--- src/rtl/clock_divider_prog_pkg.sv ---
// Shared definitions for the programmable clock divider: FSM state encoding and divider limits.
package clock_divider_prog_pkg;

  typedef enum logic [1:0] {
    StIdle  = 2'd0,
    StRun   = 2'd1,
    StDrain = 2'd2,
    StHold  = 2'd3
  } clkdiv_state_e;

  localparam int unsigned CLKDIV_MIN_DIV = 1;

endpackage

--- src/rtl/clock_divider_prog_step_edge_det.sv ---
// Two-flop synchroniser plus rising-edge pulse for the debug single-step request.
module clock_divider_prog_step_edge_det (
  input  logic clkf_i,
  input  logic rst_i,
  input  logic req_i,
  output logic pulse_o
);

  logic sync1_q, sync2_q, prev_q;

  always_ff @(posedge clkf_i or posedge rst_i) begin
    if (rst_i) begin
      sync1_q <= 1'b0;
      sync2_q <= 1'b0;
      prev_q  <= 1'b0;
    end else begin
      sync1_q <= req_i;
      sync2_q <= sync1_q;
      prev_q  <= sync2_q;
    end
  end

  assign pulse_o = sync2_q & ~prev_q;

endmodule

--- src/rtl/clock_divider_prog.sv ---
// Runtime-programmable, glitch-free clock divider with edge ticks.
// Define CLKDIV_SINGLE_STEP_EN to enable the debug single-step HOLD state.
module clock_divider_prog
  import clock_divider_prog_pkg::*;
#(
  parameter int unsigned CNT_W     = 8,
  parameter int unsigned DEF_DIV   = 4,
  parameter bit          RST_LEVEL = 1'b1
) (
  input  logic             clkf,
  input  logic             rst,
  input  logic             start,
  input  logic [CNT_W-1:0] div_half,
  input  logic             div_load,
  input  logic             step_mode,
  input  logic             step_req,
  output logic             clk,
  output logic             rise_tick,
  output logic             fall_tick,
  output logic             busy,
  output logic [CNT_W-1:0] div_cur
);

  localparam logic REST = RST_LEVEL;

  clkdiv_state_e    state_q, state_d;
  logic [CNT_W-1:0] cnt_q, cnt_d;
  logic [CNT_W-1:0] div_cur_q, div_cur_d;
  logic [CNT_W-1:0] pend_q, pend_d;
  logic             pend_vld_q, pend_vld_d;
  logic             clk_q, clk_d;
  logic             rise_q, rise_d;
  logic             fall_q, fall_d;
  logic [CNT_W-1:0] div_norm;
  logic             boundary;
  logic             counting;
  logic             step_pulse;
  logic             hold_req;

`ifdef CLKDIV_SINGLE_STEP_EN
  clock_divider_prog_step_edge_det u_step_edge_det (
    .clkf_i  (clkf),
    .rst_i   (rst),
    .req_i   (step_req),
    .pulse_o (step_pulse)
  );
  assign hold_req = step_mode;
`else
  logic unused_step;
  assign unused_step = step_mode ^ step_req;
  assign step_pulse  = 1'b0;
  assign hold_req    = 1'b0;
`endif

  assign div_norm = (div_half == '0) ? CNT_W'(CLKDIV_MIN_DIV) : div_half;
  assign counting = (state_q == StRun) || (state_q == StDrain);
  assign boundary = counting && (cnt_q == div_cur_q - CNT_W'(1));

  always_comb begin
    state_d = state_q;
    cnt_d   = cnt_q;
    clk_d   = clk_q;
    unique case (state_q)
      StIdle: begin
        clk_d = REST;
        cnt_d = '0;
        if (start) state_d = StRun;
      end
      StRun, StDrain: begin
        if (boundary) begin
          cnt_d = '0;
          clk_d = ~clk_q;
          // Stop or park only on the edge that lands back on the rest level.
          if (~clk_q == REST) begin
            if (!start)        state_d = StIdle;
            else if (hold_req) state_d = StHold;
            else               state_d = StRun;
          end else begin
            state_d = start ? StRun : StDrain;
          end
        end else begin
          cnt_d   = cnt_q + CNT_W'(1);
          state_d = start ? StRun : StDrain;
        end
      end
      StHold: begin
        clk_d = REST;
        cnt_d = '0;
        if (!start)                       state_d = StIdle;
        else if (!hold_req || step_pulse) state_d = StRun;
      end
      default: state_d = StIdle;
    endcase
  end

  // Ratio changes only land on a boundary so no half-period is cut short or stretched.
  always_comb begin
    div_cur_d  = div_cur_q;
    pend_d     = pend_q;
    pend_vld_d = pend_vld_q;
    if (counting) begin
      if (div_load) begin
        if (boundary) begin
          div_cur_d  = div_norm;
          pend_vld_d = 1'b0;
        end else begin
          pend_d     = div_norm;
          pend_vld_d = 1'b1;
        end
      end else if (boundary && pend_vld_q) begin
        div_cur_d  = pend_q;
        pend_vld_d = 1'b0;
      end
    end else if (div_load) begin
      div_cur_d  = div_norm;
      pend_vld_d = 1'b0;
    end else if (pend_vld_q) begin
      div_cur_d  = pend_q;
      pend_vld_d = 1'b0;
    end
  end

  assign rise_d = clk_d & ~clk_q;
  assign fall_d = ~clk_d & clk_q;

  always_ff @(posedge clkf or posedge rst) begin
    if (rst) begin
      state_q    <= StIdle;
      cnt_q      <= '0;
      div_cur_q  <= CNT_W'(DEF_DIV);
      pend_q     <= '0;
      pend_vld_q <= 1'b0;
      clk_q      <= REST;
      rise_q     <= 1'b0;
      fall_q     <= 1'b0;
    end else begin
      state_q    <= state_d;
      cnt_q      <= cnt_d;
      div_cur_q  <= div_cur_d;
      pend_q     <= pend_d;
      pend_vld_q <= pend_vld_d;
      clk_q      <= clk_d;
      rise_q     <= rise_d;
      fall_q     <= fall_d;
    end
  end

  assign clk       = clk_q;
  assign rise_tick = rise_q;
  assign fall_tick = fall_q;
  assign busy      = (state_q != StIdle);
  assign div_cur   = div_cur_q;

endmodule

--- config.mk ---
export PLATFORM = sky130hd
export DESIGN_NAME = clock_divider_prog
export DESIGN_NICKNAME = d
export VERILOG_FILES = /design/src/rtl/clock_divider_prog_pkg.sv /design/src/rtl/clock_divider_prog_step_edge_det.sv /design/src/rtl/clock_divider_prog.sv
export SDC_FILE = /design/constraint.sdc
export NUM_CORES = 1
export LEC_CHECK = 0
export ABC_AREA = 1
export BUFFER_PORTS_ARGS = -buffer_cell sky130_fd_sc_hd__buf_2
export CORE_MARGIN = 2
export CORE_UTILIZATION = 55
export CTS_BUF_LIST = sky130_fd_sc_hd__clkbuf_2
export CTS_CLUSTER_SIZE = 40
export DETAILED_ROUTE_END_ITERATION = 16
export PLACE_DENSITY = 0.77
export SLEW_MARGIN = 20
export SYNTH_ARGS = -nofsm -noshare
export SYNTH_HDL_FRONTEND = slang
export SYNTH_SLANG_ARGS = --single-unit
--- constraint.sdc ---
create_clock -name clkf -period 2.1 [get_ports clkf]
set_input_delay 0 -clock clkf [delete_from_list [all_inputs] [get_ports clkf]]
set_output_delay 0 -clock clkf [all_outputs]
set_load 0.02 [all_outputs]
Word level (Yosys, flattened, before mapping)
Cells that the tools add are included.
{ "totals": {"reg_bits": 30, "in_bits": 14, "out_inout_bits": 12, "word_cells": 54} }
{ "op_classes": {"add_sub_neg": 2, "n_eq_ne": 7, "n_mux": 21, "bitwise": 5, "reduce_logical": 11} }
{ "op_table": {"columns": ["operator", "count"], "rows": [
  ["8-bit two-way mux", 8],
  ["8-bit one-hot mux with 2 select lines", 1],
  ["8-bit by 1-bit adder with 8-bit output, second input constant", 1],
  ["8-bit equality test", 1],
  ["8-bit zero test", 1],
  ["2-bit two-way mux", 4],
  ["8-bit by 1-bit subtractor with 8-bit output, second input constant", 1],
  ["1-bit two-way mux", 6],
  ["2-bit one-hot mux with 3 select lines", 1],
  ["3-bit AND reduction", 2],
  ["2-bit equality test, second input constant", 2],
  ["2-bit OR reduction", 2],
  ["3-bit by 2-bit inequality test with 1-bit output, second input constant", 1],
  ["3-bit inequality test, second input constant", 1],
  ["1-bit NOT", 3],
  ["3-bit nonzero test", 1],
  ["1-bit AND", 2],
  ["2-bit by 1-bit equality test with 1-bit output, second input constant", 1],
  ["1-bit logical AND", 2],
  ["2-bit zero test", 1],
  ["2-bit inequality test, second input constant", 1],
  ["1-bit one-hot mux with 2 select lines", 1],
  ["2-bit nonzero test", 1],
  ["1-bit logical OR", 1]
]} }

Logic depth before layout (Yosys ltp)
{ "logic_depth": {"ltp_word": 7, "mapped_depth": 14, "mapped_depth_nobuf": 14} }

Worst setup path before layout
OpenSTA, ideal clock, no wires.
{ "synth_path": {"kind": "reg2reg", "startpoint": "register div_cur_q[0], in the netlist div_cur[0]", "endpoint": "register div_cur_q[5], in the netlist div_cur[5]", "setup_ps": 118, "t_arrival_ps": 1812, "required_ps": 1982, "slack_ps": 170, "stages_incl_launch_ff": 15, "n_path_buf": 0, "synth_period_minus_slack_ps": 1930, "cell_sequence": "dfrtp_1 -> inv_1 -> ha_1 -> nand2_1 -> inv_1 -> nor2_1 -> nand2_1 -> nor2_1 -> nand2_1 -> nor2_1 -> nand3_2 -> nand2_4 -> nand2_2 -> nand2_1 -> nand2_1"} }
{ "synth_between": {"elab_chain_len": 6, "word_cells_on_any_way": 7, "classes_between": "add/sub: 1; eq/ne: 3; reduce/logical: 3"} }
{ "synth_lines": {"columns": ["element", "line_no", "text"], "rows": [
  ["start, declared", "clock_divider_prog.sv:28", "logic [CNT_W-1:0] div_cur_q, div_cur_d;"],
  ["start signal, assigned", "clock_divider_prog.sv:130", "div_cur_q <= CNT_W'(DEF_DIV);"],
  ["start signal, assigned", "clock_divider_prog.sv:139", "div_cur_q <= div_cur_d;"],
  ["8-bit by 1-bit subtractor with 8-bit output *", "clock_divider_prog.sv:57", "assign boundary = counting && (cnt_q == div_cur_q - CNT_W'(1));"],
  ["8-bit equality test *", "clock_divider_prog.sv:57", null],
  ["1-bit logical AND *", "clock_divider_prog.sv:57", null],
  ["1-bit logical AND", "clock_divider_prog.sv:110", "end else if (boundary && pend_vld_q) begin"],
  ["3-bit by 2-bit inequality test with 1-bit output (no source line)", null, null],
  ["3-bit AND reduction (no source line) *", null, null]
]} }
Every way passes the cells marked *; elsewhere a longest branch is shown, timed or not.
A chain may end at the register's enable or synchronous reset.

Worst setup path after layout
{ "layout_path": {"startpoint": "register div_cur_q[0], in the netlist div_cur[0]", "endpoint": "register cnt_q[4]"} }
{ "layout_between": {"elab_chain_len": 5} }
{ "layout_lines": {"columns": ["element", "line_no", "text"], "rows": [
  ["8-bit by 1-bit subtractor with 8-bit output", "clock_divider_prog.sv:57", null],
  ["8-bit equality test", "clock_divider_prog.sv:57", null],
  ["1-bit logical AND", "clock_divider_prog.sv:57", null],
  ["8-bit two-way mux", "clock_divider_prog.sv:70", "if (boundary) begin"],
  ["8-bit one-hot mux with 2 select lines", "clock_divider_prog.sv:63", "unique case (state_q)"],
  ["net cnt_d[4]", "clock_divider_prog.sv:27", "logic [CNT_W-1:0] cnt_q, cnt_d;"],
  ["end signal, assigned", "clock_divider_prog.sv:138", "cnt_q <= cnt_d;"],
  ["end, declared", "clock_divider_prog.sv:27", null]
]} }
The timed path passes the listed nets, and every way through them passes these cells.

==> results.md <==
| Item | This run | Unit |
| --- | --- | --- |
| Result of the run | finished, final reports clean | - |
| Detail-routed via count per cell | 4.99 | - |
| Number of antenna violations at the first check in global routing | 0 | - |
| Type of element launching the critical path | flip-flop | - |
| Cell type contributing the most total cell area after synthesis | dfrtp_1 | - |
| Unrepaired setup endpoints after global routing | yes | - |
| Slew of the pin with the lowest slew margin | 0.473 | ns |
| Antenna Nets Post-Route | 0 | - |
| Clock Pin Slew Worst Setup and Hold Paths | 0.16 | ns |
| Final nets | 310 | - |
| Overall track demand over capacity in global routing | 23.5 | % |
| WL per Instance | 11.8 | µm |
| Cell breakdown of the critical path | inv_2 -> ha_4 -> nand2_2 -> inv_2 -> nor2_1 -> nand2_1 -> nor2_2 -> nand2_1 -> nor2_2 -> nand3_2 -> nand2_4 -> buf_12 -> inv_2 -> nand2_1 -> nor2_1 | - |
| Fraction of the mapped netlist area in compound gates | 1.91 | % |
| Maximum ir drop on the vdd rail | 0.689 | mV |
| Critical register-to-register path startpoint | div_cur[0] | - |
| Multiplexer share of the synthesized area | 0 | % |
| GPL Wtd Cong | 0.895 | - |
| Final hold slack | 0.0439 | ns |
| Share of synthesized cell area in and, or, nand and nor gates | 40.5 | % |
| Most frequently used flop master after synthesis | dfrtp_1 | - |
| Maximum frequency from static timing analysis | 0.509 | GHz |
| Fraction of synthesis flops using an asynchronous set or reset pin | 100 | % |
| Data required time at the worst endpoint | 2.37 | ns |
| Ranking of synthesized cells by area | dfrtp_1 (40%), nand2_1 (20%), nor2_1 (5.3%) | - |
| Via count of the first global-routing pass | 1473 | - |
| Largest family of logic cells by synthesized area | simple AND/OR/NAND/NOR gates | - |
| Post-layout utilization of the core | 73.0 | % |
| Estimated wirelength of the detail-placed design | 2620 | µm |
| Worst reg-to-reg setup slack | 0.13 | ns |
| Leakage power | 1.21 | nW |
| Number of cells on the worst reg-to-reg path | 15 | - |
| Top post-synthesis cells by count | nand2_1 (95), dfrtp_1 (28), nor2_1 (25) | - |
| Post-placement setup slack | 0.135 | ns |
| Final worst setup slack | 0.135 | ns |
| Post-Synthesis Cell Area | 1770 | µm² |
| Synthesized-area fraction occupied by xor and xnor cells | 4.46 | % |
| Height of the chip | 60.7 | µm |
| Synth top area share | 39.7 | % |
| EDFF count, synth | 0 | - |
| Worst Path Max Fanout | 7 | - |
| ANT cells | 0 | - |
| Total length of routed wires | 3960 | µm |
| Remaining routing DRC violations | 0 | - |
| I/O pin total | 26 | - |
| Max Root-Sink Buffers | 2 | - |
| Violation count after the first detailed-route iteration | 133 | - |
| Count of endpoints failing hold in the final timing report | 0 | - |
| Non-filler instance count after layout | 336 | - |
| Critical path buffers and inverters | 4 | - |
| Yosys warnings | 0 | - |
| Library cell used as clock root buffer | clkbuf_2 | - |
| Power Density | 1460 | nW/µm² |
| H-tree level count | 2 | - |
| Initial Utilization | 57.8 | % |
| Routed via count | 1675 | - |
| Inserted Clock Buffers | 5 | - |
| Filler instances | 242 | - |
| Die area | 3680 | µm² |
| Kind of capture point of the worst setup path | flip-flop | - |
| Cell family with the largest share of critical-path delay | simple AND/OR/NAND/NOR gates | - |
| Crit. path cell count | 15 | - |
| Post-synthesis adder-cell area fraction | 3.54 | % |
| Pins Over Slew Limit | 0 | - |
| Global-route wire length before repair | 6430 | µm |
| First-pass iteration count of the detailed router | 4 | - |
| Buffers added on ports | 23 | - |
| Core ar. | 3050 | µm² |
| Sequential element share of the synthesized area | 42.7 | % |
| Worst slew slack as a fraction of its limit | 68.4 | % |
| Final sum of negative setup slack | 0 | ns |
| Critical register-to-register path endpoint | cnt_q[4] | - |
| Synthesized netlist net count | 263 | - |
| Register Area | 753 | µm² |
| Flip-flop and latch count after synthesis | 30 | - |
| Worst path arrival time | 2.23 | ns |
| Minimum clock period | 1.97 | ns |
| Cell variety after synth | 27 | - |
| Crit path kind | flip-flop to flip-flop | - |
| Area Growth Syn to Fin | 26.2 | % |
| Startpoint of the worst setup timing path | div_cur[0] | - |
| Horizontal die dimension | 60.7 | µm |
| Clock latency reported for the late side of the worst-skew pair | 0.37 | ns |
| Worst clock skew | 0.00964 | ns |
| Post-Syn Instances | 244 | - |
| Worst hold path class | input pin to flip-flop | - |
| Number of setup violations in the final report | 0 | - |
| Syn Area/Cell | 7.24 | µm² |
| Maximum number of pins on one net before global-route repair | 31 | - |
| Cell with the biggest individual delay on the critical path | dfrtp_1 | - |
| Share of post-route cells with drive strength above 1 | 23.6 | % |
| Delay of the slowest critical-path stage | 0.43 | ns |
| Max cap viols | 0 | - |
| Most frequent cell after synthesis | nand2_1 | - |
| Placed insts | 313 | - |
| Final Cycle Share | 93.6 | % |
| CTS tree | yes | - |
| Area of the multi-input gates | 948 | µm² |
| Number of standard-cell rows in the floorplan | 20 | - |
| Overflow after GRT | 0 | - |
| Clock Sinks | 30 | - |
| Capturing element of the worst setup path | cnt_q[4] | - |
## cells by family (layout without fill, tap and decap cells)
kind of cell,after synthesis,after routing
xor gates and xnor gates,9,9
and+or+nand+nor,164,164
adders and majority gates,5,5
DFF,30,30
buffers and inverters,30,78
AOI/OAI and AO/OA,6,6
## through the flow
step / power (mW) / area (µm²)
after floorplan: 2.18 / 1770
after global placement: 2.58 / 1970
after detailed placement: 2.62 / 1970
after CTS: 2.92 / 2110
after global routing: 3.54 / 2230
final: 3.24 / 2230
## cell usage in the layout, fill, tap and decap left out, types with 2 or more instances in the layout
cell type,instances
nand2_1,92
dfrtp_1,28
nor2_1,23
buf_2,23
inv_1,20
nand3_1,14
nand4_1,11
dlygate4sd3_1,10
buf_4,9
nor2_2,6
xor2_1,6
clkbuf_2,6
nand3_2,5
inv_2,4
nand2_2,4
nor3_1,4
ha_1,4
xnor2_1,3
o21ai_0,3
clkinv_1,2
nor3_2,2
dfstp_2,2
## cell type report
class	count	area share, %
Clock inverter	2	0.393
Multi-Input combinational cell	184	42.6
Timing Repair Buffer	45	15.2
Sequential cell	30	33.8
Clock buffer	6	1.35
Inverter	25	4.21
Tap cell	44	2.47
## worst register-to-register path, cell delays in order (launching register included)
cell,delay (ns)
dfrtp_1,0.43
inv_2,0.08
ha_4,0.20
nand2_2,0.06
inv_2,0.03
nor2_1,0.09
nand2_1,0.07
nor2_2,0.12
nand2_1,0.07
nor2_2,0.13
nand3_2,0.14
nand2_4,0.20
buf_12,0.15
inv_2,0.03
nand2_1,0.04
nor2_1,0.04
## report_power, final
group	switching, mW	internal [mW]
clock network	0.209	0.0819
logic	1.15	0.816
registers	0.195	0.797
total	1.55	1.70
## worst min-delay path by stage
stage                        start          to  depth (start not counted)
after global routing      div_load  pend_vld_q                          3
final                     div_load  pend_vld_q                          3
after detailed placement       rst  state_q[1]                          3
after CTS                 div_load  pend_vld_q                          3
after global placement         rst  state_q[0]                          3
after floorplan                rst    cnt_q[0]                          1
## registers in the layout (all words and copies together), names as in the netlist
signal	count
pend_q	8
fall_tick	1
rise_tick	1
pend_vld_q	1
cnt_q	8
div_cur	8
state_q	2
clk	1
## routing by layer
layer	wire length, µm	up-vias	GRT usage [%]
met3	167	9	5.97
met2	1880	32	35.8
li1	-	863	-
met1	1840	771	33.4
met5	0	-	0
met4	60	0	6.52
## what timing repair did
item / CTS / global route
endpoints found under the hold margin: 45 / 0
hold buffers: 10 / 0
gates resized for setup: 0 / 17
buffers inserted: 0 / 4
endpoints found under the setup margin: 0 / 25
Power figures use the tool's default switching activity.
